[config.mk]
export PLATFORM = sky130hd
export DESIGN_NAME = phase_shift_driver
export DESIGN_NICKNAME = d
export VERILOG_FILES = /design/src/rtl/phase_drv_pkg.sv /design/src/rtl/phase_shift_driver_leg.sv /design/src/rtl/phase_shift_driver.sv
export SDC_FILE = /design/constraint.sdc
export NUM_CORES = 1
export LEC_CHECK = 0
export ABC_AREA = 0
export CAP_MARGIN = 15
export CELL_PAD_IN_SITES_DETAIL_PLACEMENT = 0
export CELL_PAD_IN_SITES_GLOBAL_PLACEMENT = 1
export CORE_MARGIN = 2
export CORE_UTILIZATION = 51
export DETAILED_ROUTE_END_ITERATION = 10
export PLACE_DENSITY_LB_ADDON = 0.1
export SYNTH_ARGS = -nofsm -noshare
export SYNTH_HDL_FRONTEND = slang
export SYNTH_SLANG_ARGS = --single-unit
[constraint.sdc]
create_clock -name clk -period 6.2 [get_ports clk]
set_input_delay 1.24 -clock clk [delete_from_list [all_inputs] [get_ports clk]]
set_output_delay 1.24 -clock clk [all_outputs]
set_load 0.1 [all_outputs]
[src/rtl/phase_drv_pkg.sv]
`default_nettype none
// ============================================================================
// Module      : phase_drv_pkg
// Description : Shared types and widths for the phase-shift bridge driver.
// Revision    : 1.0 - initial release
// ============================================================================
package phase_drv_pkg;

  typedef enum logic [1:0] {
    ST_IDLE    = 2'd0,
    ST_STARTUP = 2'd1,
    ST_RUN     = 2'd2,
    ST_FAULT   = 2'd3
  } state_t;

  localparam int CNT_W  = 16;
  localparam int PROD_W = 24;

  // Leg B lag in clk cycles: half-period scaled by (255 - phase) / 256.
  function automatic logic [CNT_W-1:0] shift_delay(input logic [CNT_W-1:0] hp,
                                                   input logic [7:0]       ph);
    logic [PROD_W-1:0] prod;
    prod = PROD_W'(hp) * PROD_W'(8'd255 - ph);
    return CNT_W'(prod >> 8);
  endfunction

endpackage
`default_nettype wire

[src/rtl/phase_shift_driver_leg.sv]
`default_nettype none
// ============================================================================
// Module      : deadtime_leg
// Description : One half-bridge leg. A target change drops both gates at the
//               next clk and raises the new side DEADTIME clk later.
// Revision    : 1.0 - initial release
// ============================================================================
module deadtime_leg #(
  parameter int DEADTIME = 10
) (
  input  logic clk,
  input  logic rst_n,
  input  logic kill,
  input  logic target,
  output logic hi,
  output logic lo
);

  localparam int CW = $clog2(DEADTIME + 1);

  logic          side;
  logic [CW-1:0] cnt;

  // Break-before-make sequencing; kill forces both gates off and re-arms the wait.
  always_ff @(posedge clk or negedge rst_n) begin
    if (!rst_n) begin
      side <= 1'b0;
      cnt  <= '0;
      hi   <= 1'b0;
      lo   <= 1'b0;
    end else if (kill || (target != side)) begin
      hi   <= 1'b0;
      lo   <= 1'b0;
      side <= target;
      cnt  <= CW'(DEADTIME);
    end else if (cnt != '0) begin
      cnt <= cnt - CW'(1);
      if (cnt == CW'(1)) begin
        hi <= side;
        lo <= ~side;
      end
    end
  end

endmodule
`default_nettype wire

[src/rtl/phase_shift_driver.sv]
`default_nettype none
// ============================================================================
// Module      : phase_shift_driver
// Description : Zero-cross locked phase-shift full-bridge driver. Leg A follows
//               the resonant current polarity, leg B follows its inverse after
//               a delay set by the conduction angle.
// Revision    : 1.0 - initial release
// ============================================================================
module phase_shift_driver
  import phase_drv_pkg::*;
#(
  parameter int DEADTIME   = 10,
  parameter int HP_MIN     = 50,
  parameter int HP_MAX     = 4000,
  parameter int START_HALF = 400
) (
  input  logic       clk,
  input  logic       rst_n,
  input  logic       enable,
  input  logic       zc_in,
  input  logic [7:0] phase_value,
  output logic       cycle_done,
  output logic       gate_a_hi,
  output logic       gate_a_lo,
  output logic       gate_b_hi,
  output logic       gate_b_lo,
  output logic       running,
  output logic       fault
);

  state_t            state;
  logic              zc_s1, zc_s2, zc_s3, rise, fall;
  logic [CNT_W-1:0]  hp_cnt, hp_meas, delay, b_cnt, osc_cnt, cnt_inc, calc_delay;
  logic [7:0]        phase_s;
  logic              osc, acc_q, pol_q, pending, pend_pol, tgt_a, tgt_b;
  logic              live, accept, timeout, kill;

  // hp_meas holds the clk count between accepted edges, so the counter value
  // including the current cycle is what gets compared and captured.
  assign cnt_inc    = (hp_cnt >= CNT_W'(HP_MAX)) ? CNT_W'(HP_MAX) : hp_cnt + CNT_W'(1);
  assign live       = (state == ST_STARTUP) || (state == ST_RUN);
  assign accept     = live && (rise || fall) && (cnt_inc >= CNT_W'(HP_MIN));
  assign timeout    = (state == ST_RUN) && !accept && (cnt_inc >= CNT_W'(HP_MAX));
  assign kill       = !enable || (state == ST_IDLE) || (state == ST_FAULT) || timeout;
  assign calc_delay = shift_delay(hp_meas, phase_s);

  // Two-flop synchroniser followed by a registered edge detector.
  always_ff @(posedge clk or negedge rst_n) begin
    if (!rst_n) begin
      zc_s1 <= 1'b0;
      zc_s2 <= 1'b0;
      zc_s3 <= 1'b0;
      rise  <= 1'b0;
      fall  <= 1'b0;
    end else begin
      zc_s1 <= zc_in;
      zc_s2 <= zc_s1;
      zc_s3 <= zc_s2;
      rise  <= zc_s2 & ~zc_s3;
      fall  <= ~zc_s2 & zc_s3;
    end
  end

  // Half-period measurement; glitch edges leave every register untouched.
  always_ff @(posedge clk or negedge rst_n) begin
    if (!rst_n) begin
      hp_cnt  <= '0;
      hp_meas <= '0;
      phase_s <= '0;
    end else if (!enable || !live) begin
      hp_cnt <= '0;
    end else if (accept) begin
      hp_cnt  <= '0;
      hp_meas <= cnt_inc;
      if (rise) phase_s <= phase_value;
    end else begin
      hp_cnt <= cnt_inc;
    end
  end

  // Free-running start oscillator, active only while in STARTUP.
  always_ff @(posedge clk or negedge rst_n) begin
    if (!rst_n) begin
      osc_cnt <= '0;
      osc     <= 1'b0;
    end else if (state != ST_STARTUP) begin
      osc_cnt <= '0;
      osc     <= 1'b0;
    end else if (osc_cnt == CNT_W'(START_HALF - 1)) begin
      osc_cnt <= '0;
      osc     <= ~osc;
    end else begin
      osc_cnt <= osc_cnt + CNT_W'(1);
    end
  end

  // Control FSM with registered status outputs and leg targets.
  always_ff @(posedge clk or negedge rst_n) begin
    if (!rst_n) begin
      state      <= ST_IDLE;
      running    <= 1'b0;
      fault      <= 1'b0;
      cycle_done <= 1'b0;
      acc_q      <= 1'b0;
      pol_q      <= 1'b0;
      tgt_a      <= 1'b0;
      tgt_b      <= 1'b0;
      pending    <= 1'b0;
      pend_pol   <= 1'b0;
      delay      <= '0;
      b_cnt      <= '0;
    end else begin
      cycle_done <= 1'b0;
      acc_q      <= 1'b0;
      if (!enable) begin
        state   <= ST_IDLE;
        running <= 1'b0;
        fault   <= 1'b0;
        pending <= 1'b0;
        tgt_a   <= 1'b0;
        tgt_b   <= 1'b0;
      end else begin
        case (state)
          ST_IDLE: begin
            state   <= ST_STARTUP;
            running <= 1'b1;
          end
          ST_STARTUP: begin
            tgt_a <= osc;
            tgt_b <= ~osc;
            if (accept) begin
              state <= ST_RUN;
              acc_q <= 1'b1;
              pol_q <= rise;
            end
          end
          ST_RUN: begin
            if (timeout) begin
              state   <= ST_FAULT;
              running <= 1'b0;
              fault   <= 1'b1;
              pending <= 1'b0;
            end else begin
              if (accept) begin
                acc_q      <= 1'b1;
                pol_q      <= rise;
                cycle_done <= rise;
              end
              // The cycle after acceptance the new delay is known: leg A moves,
              // any leftover leg B update is flushed and the new lag starts.
              if (acc_q) begin
                tgt_a <= pol_q;
                delay <= calc_delay;
                if (calc_delay == '0) begin
                  tgt_b   <= ~pol_q;
                  pending <= 1'b0;
                end else begin
                  if (pending) tgt_b <= pend_pol;
                  pending  <= 1'b1;
                  pend_pol <= ~pol_q;
                  b_cnt    <= CNT_W'(1);
                end
              end else if (pending) begin
                if (b_cnt == delay) begin
                  tgt_b   <= pend_pol;
                  pending <= 1'b0;
                end else begin
                  b_cnt <= b_cnt + CNT_W'(1);
                end
              end
            end
          end
          ST_FAULT: begin
            state <= ST_FAULT;
          end
          default: state <= ST_IDLE;
        endcase
      end
    end
  end

  deadtime_leg #(.DEADTIME(DEADTIME)) u_leg_a (
    .clk    (clk),
    .rst_n  (rst_n),
    .kill   (kill),
    .target (tgt_a),
    .hi     (gate_a_hi),
    .lo     (gate_a_lo)
  );

  deadtime_leg #(.DEADTIME(DEADTIME)) u_leg_b (
    .clk    (clk),
    .rst_n  (rst_n),
    .kill   (kill),
    .target (tgt_b),
    .hi     (gate_b_hi),
    .lo     (gate_b_lo)
  );

endmodule
`default_nettype wire

==> impl_metrics.ini, run 1 <==
[worst_hold_path]
min-delay-path-class = flip-flop to flip-flop
hold-path-cell-count = 0
worstHoldEndpoint = zc_s2
worst_hold_startpoint = zc_s1

[sta]
rsz0062_at_grt = no
slew_viol_final = 0
final.setup.worst_slack_ns = 0.304
slew-limit-headroom = 0.339
period_minus_slack_ns = 5.90
report.final.setup_viol = 0
timing.setup.tns_ns = 0
finalHoldViolations = 0
max_freq_mhz = 170
skew_ns = 0.0116
max_slew.worst_pin.slew_ns = 0.989
final.period_utilization = 0.951

[synthesis]
ys.warnings.count = 0
synth.cell_area_um2 = 10100
synth_top_cells_by_count = inv_1, dfrtp_1, fa_1
yosysSeqAreaShare = 0.295
synth_ff_type = dfrtp_1
synth_top_cell_area_share = 0.295
synth.ff_latch_count = 119
synth-edff-count = 0
synthTopCellsByArea = dfrtp_1, fa_1, ha_1, inv_1, nor2b_1
asyncSetResetFlopFracSynth = 1.00
netlist-cell-type-count = 72
synthCells = 1060
synthDominantAreaCellType = dfrtp_1
syn_area_per_cell_um2 = 9.52
most_frequently_used_cell_type_in_the_post_synthesis_netlist = inv_1

[place]
placed_cell_area_um2 = 10500
place_worst_setup_slack_ns = 0.204
finalWeightedCongestion = 0.842
number_of_buffer_cells_added_on_primary_ports = 18
place_hpwl_um = 16600

[layout]
drive_above_1_share = 0.0793
diode_insertion_count_for_antenna_repair = 0
finish.utilization = 0.570
postLayoutCellArea_um2 = 11100
finalNetCount = 1229
layout-area-overhead-vs-synth_pct = 9.82

[clock_tree]
clk_transition_reported_paths_ns = 0.06
buffer_type_at_the_clock_tree_root = clkbuf_16
worstSkewPairLatency_ns = 0.42
clock_tree_from_tritoncts = yes
cts_sinks = 119
clock_tree.buffer_depth = 2
quantity_of_hold_fixing_buffers_added_after_cts = 0
htree_depth = 4
tritoncts.num_buffers = 17
post_cts.repair.setup_buffers = 0
post_cts_resized = 0

[critical_path]
r2r.worst_path.cells = 18
top_family_by_delay_on_critical_path = adder cells
timing.critical_path.fanout_max = 9
critical_path.endpoint_type = flip-flop
cp_data_arrival_time_ns = 6.24
max_stage_delay_ns = 0.61
worst_r2r_startpoint = hp_meas[4]
rr_endpoint = tgt_b
cp-start-kind = flip-flop
critical_path_required_ns = 6.54
cpMostUsedCell = fa_1
worstPathBufferInverterCount = 3
rrSetupSlack_ns = 0.30
crit_type = flip-flop to flip-flop
critical-path-slowest-cell = dfrtp_1
critical_path_cell_by_cell = nand2b_1, fa_1, inv_1, fa_1, fa_1, inv_1, fa_1, inv_1, ha_1, a21oi_2, o21ai_0, o31a_1, or3_1, a221oi_2, and4_4, o21ai_2, a2111o_1, o22ai_1

[global_route]
grt_total_usage = 0.230
grt_remaining_overflow = 0
grt_first_pass_wirelength_um = 37100
vias_in_the_first_global_route = 7312
maximum_number_of_pins_on_one_net_before_global_route_repair = 62
initial_antenna_violation_count = 0

[route]
dr.pass1.iters = 5
vias = 7268
drc = 0
ant_nets = 0
via_per_inst = 5.39
detail_route.iter0.violations = 368
route.final.wire_length_um = 22000
detail_route.wl_per_cell_um = 16.3

[die]
die-area_um2 = 20900
core_area_um2 = 19500
chipWidth_um = 145
placement_rows = 51
design.portCount = 19
floorplan.initialDensity = 0.519
die_h_um = 145

[outcome]
outcome = completed

[run]
drv_cap = 0
==> final cells by class <==
type                       instances  area [um^2]
multi-input combinational        784         6510
tap                              265          332
clock buffer                      20          457
clock inverter                    12          115
inverter                         126          473
timing repair buffer              23          215
sequential                       119         2980
fill                            1775         8380
==> layout by cell type (no fill, tap or decap), types with 5 or more instances in the layout <==
master           netlist  final
o211ai_1               5      5
nor2b_1               70     70
nor2_1                74     74
nand2_1               65     65
o21a_1                 9      9
ha_1                  62     60
clkdlybuf4s50_1        0     17
nand4_1               18     18
inv_6                  0      5
dfrtp_2                0      5
a211oi_1               5      5
a21o_1                 5      5
dfrtp_1              119    114
nor4_1                 5      5
inv_1                126    126
xnor2_1               32     32
nand2b_1              64     64
a21oi_1               31     31
and2_1                16     16
nand3_1               26     26
clkbuf_16              0     17
buf_4                  0      6
mux2i_1                6      6
fa_1                  84     84
nor3_1                21     21
o2bb2ai_1              5      5
o21ai_0               44     43
mux2_2                16     16
and3_1                10     10
or3_1                  5      5
a211o_1                5      5
xor2_1                26     26
==> worst register-to-register path, delay by kind of cell (launching register included) <==
family | cells | cell delay (ns)
AND/OR/NAND/NOR | 3 | 0.82
flip-flops | 1 | 0.61
AO/OA/AOI/OAI | 7 | 1.75
buffers and inverters | 3 | 0.14
adder cells (fa/ha/maj) | 5 | 2.49
==> flip-flops by register name, summed over array words and instances, names as in the netlist, 2 cells and up <==
register	flops
osc_cnt	16
hp_cnt	16
state	2
delay	16
b_cnt	16
phase_s	8
u_leg_b.cnt	4
hp_meas	16
u_leg_a.cnt	4
==> worst max-delay path by stage <==
| stage | start | endpoint | slack, ns | depth (start not counted) |
|---|---|---|---|---|
| after floorplan | phase_s[5] | tgt_b | 0.62 | 21 |
| after global placement | phase_s[5] | tgt_b | 0.27 | 19 |
| after detailed placement | phase_s[5] | tgt_b | 0.20 | 19 |
| after CTS | phase_s[5] | tgt_b | 0.17 | 19 |
| after global routing | phase_s[5] | tgt_b | 0.02 | 19 |
| final | hp_meas[4] | tgt_b | 0.30 | 18 |
==> cell families (layout without fill, tap and decap cells) <==
| family | count (synthesis) | after routing | synth area share |
|---|---|---|---|
| XOR/XNOR | 58 | 58 | 0.0503 |
| adder cells (fa/ha/maj) | 146 | 146 | 0.243 |
| multiplexers | 22 | 22 | 0.0238 |
| AND/OR/NAND/NOR | 404 | 404 | 0.224 |
| AO/OA/AOI/OAI | 150 | 150 | 0.102 |
| other | 1 | 4 | 0.000371 |
| flip-flops | 119 | 119 | 0.295 |
| buffers and inverters | 160 | 181 | 0.0617 |
==> metrics by stage <==
step / std cells / hold WS (ns)
finish: 1349 / 0.352
global route: 1349 / 0.366
CTS: 1349 / 0.354
detailed placement: 1317 / 0.341
global placement: 1317 / 0.336
floorplan: 1063 / 0.331
==> routing by layer <==
metal  share of wire  track usage  up-vias
met4           0.016       0.0613        0
met2            0.47        0.362      135
met3           0.038       0.0405       27
li1                -            -     3523
met1            0.47        0.329     3583
met5               0            0        -
Power of run 1 is not shown: default switching activity piles up to over one toggle a cycle in this logic, so the estimate is an artifact.
==> run 2, diff against run 1 <==
CORE_UTILIZATION = 52   (was 51)
clock period = 7.35 ns   (was 6.2 ns; I/O delays follow)
==> run 2 against run 1 <==
  * Sequential cell count unchanged
  * Design area down 0.50%
  * Wire length down 1.3%
  * Critical endpoint is now b_cnt[0]
==> impl_metrics.ini, run 2 (synthesis gave the netlist of run 1 again) <==
[route]
drc = 0
route.final.wire_length_um = 21700
dr.pass1.iters = 5
detail_route.wl_per_cell_um = 16.2
via_per_inst = 5.38
detail_route.iter0.violations = 399
ant_nets = 0
vias = 7213

[layout]
diode_insertion_count_for_antenna_repair = 0
final_common_cell = inv_1
most_frequent_cells_in_the_layout = inv_1, dfrtp_1, fa_1, nor2_1, nor2b_1
layout-area-overhead-vs-synth_pct = 9.27
drive_above_1_share = 0.0704
finalNetCount = 1226

[critical_path]
critical_path_cell_by_cell = nand2b_1, fa_1, inv_1, fa_1, fa_1, inv_1, fa_1, inv_1, ha_1, nand4_1, nor3b_1, o31a_1, nor4_1, or3b_1, a221oi_2, and4_4, nor2_1, buf_4, nor2_2, mux2i_1
worstPathBufferInverterCount = 4
cpMostUsedCell = fa_1
critical-path-slowest-cell = dfrtp_1
critical_path.endpoint_type = flip-flop
cp.depth = 20
timing.critical_path.fanout_max = 17
cp-start-kind = flip-flop
critical_path_required_ns = 7.65
cp_data_arrival_time_ns = 6.44
top_family_by_delay_on_critical_path = adder cells
r2r.worst_path.cells = 20
max_stage_delay_ns = 0.60
crit_type = flip-flop to flip-flop

[sta]
slew-limit-headroom = 0.331
skew_ns = 0.0163
finalHoldViolations = 0
period_minus_slack_ns = 6.14
report.final.setup_viol = 0
rsz0062_at_grt = no
max_slew.worst_pin.slew_ns = 1.00
timing.setup.tns_ns = 0
slew_viol_final = 0
final.period_utilization = 0.835
max_freq_mhz = 163

[clock_tree]
tritoncts.num_buffers = 17
clock_tree_from_tritoncts = yes
worstSkewPairLatency_ns = 0.43
clock_tree.buffer_depth = 2
post_cts.repair.setup_buffers = 0
clk_transition_reported_paths_ns = 0.06
post_cts_resized = 0
htree_depth = 4
cts_sinks = 119
quantity_of_hold_fixing_buffers_added_after_cts = 0
buffer_type_at_the_clock_tree_root = clkbuf_16

[die]
core_area_um2 = 18900
floorplan.initialDensity = 0.534
die_h_um = 143
die-area_um2 = 20500
chipWidth_um = 143
placement_rows = 50
design.portCount = 19

[worst_hold_path]
min-delay-path-class = flip-flop to flip-flop
hold-path-cell-count = 0

[place]
number_of_buffer_cells_added_on_primary_ports = 18
finalWeightedCongestion = 0.843
place_hpwl_um = 16400

[global_route]
maximum_number_of_pins_on_one_net_before_global_route_repair = 65
initial_antenna_violation_count = 0
grt_total_usage = 0.228
grt_remaining_overflow = 0
grt_first_pass_wirelength_um = 36800
vias_in_the_first_global_route = 7268

[outcome]
outcome = completed

[run]
drv_cap = 0
## run 2: cell types whose count changed in the layout (fill, tap and decap cells not counted), sizes merged
cell      change
buf           -3
clkinv        +2
clkinvlp      -1
inv           -1
bufinv        -1
## run 2: final timing paths
kind,start,to,slack (ns)
setup reg to reg,phase_s[5],b_cnt[0],1.21
max in group asynchronous,rst_n,hp_meas[7],4.95
setup / recovery,phase_s[5],b_cnt[0],1.21
hold reg to reg,zc_s1,zc_s2,0.35
hold / removal,zc_s1,zc_s2,0.35
min in group asynchronous,rst_n,b_cnt[7],1.11
## run 2: per-layer routing
metal | vias up | GRT usage | routed length [um] | share of wire
met5 | - | 0 | 0 | 0
met4 | 0 | 0.0604 | 298 | 0.014
met3 | 25 | 0.0370 | 579 | 0.027
met2 | 109 | 0.354 | 9880 | 0.46
met1 | 3568 | 0.334 | 10900 | 0.50
li1 | 3511 | - | - | -
## run 2: per-stage QoR
stage | util | worst slack (ns) | std cells | area, um^2 | hold slack (ns)
2_1_floorplan | - | 1.77 | 1063 | 10100 | 0.331
3_3_place_gp | 0.554 | 1.29 | 1309 | 10500 | 0.333
3_5_place_dp | 0.554 | 1.22 | 1309 | 10500 | 0.343
4_1_cts | 0.584 | 1.21 | 1340 | 11000 | 0.357
5_1_grt | 0.584 | 0.835 | 1340 | 11000 | 0.361
6_report | 0.584 | 1.21 | 1340 | 11000 | 0.350
## run 2: final cells by class
cell class                 instances  area, um^2
inverter                         126         473
multi-input combinational        784        6510
fill                            1720        7860
clock buffer                      20         467
sequential                       119        2980
timing repair buffer              20         193
tap                              260         325
clock inverter                    11        90.1
Power of run 2 is left out for the same reason.
==> run 3, diff against run 2 <==
CORE_UTILIZATION = 51   (was 52)
clock period = 6.2 ns   (was 7.35 ns; I/O delays follow)
==> results of run 3 <==
The final DEF is identical to that of run 1; final timing and power are the same.
Power of run 3 is left out for the same reason.
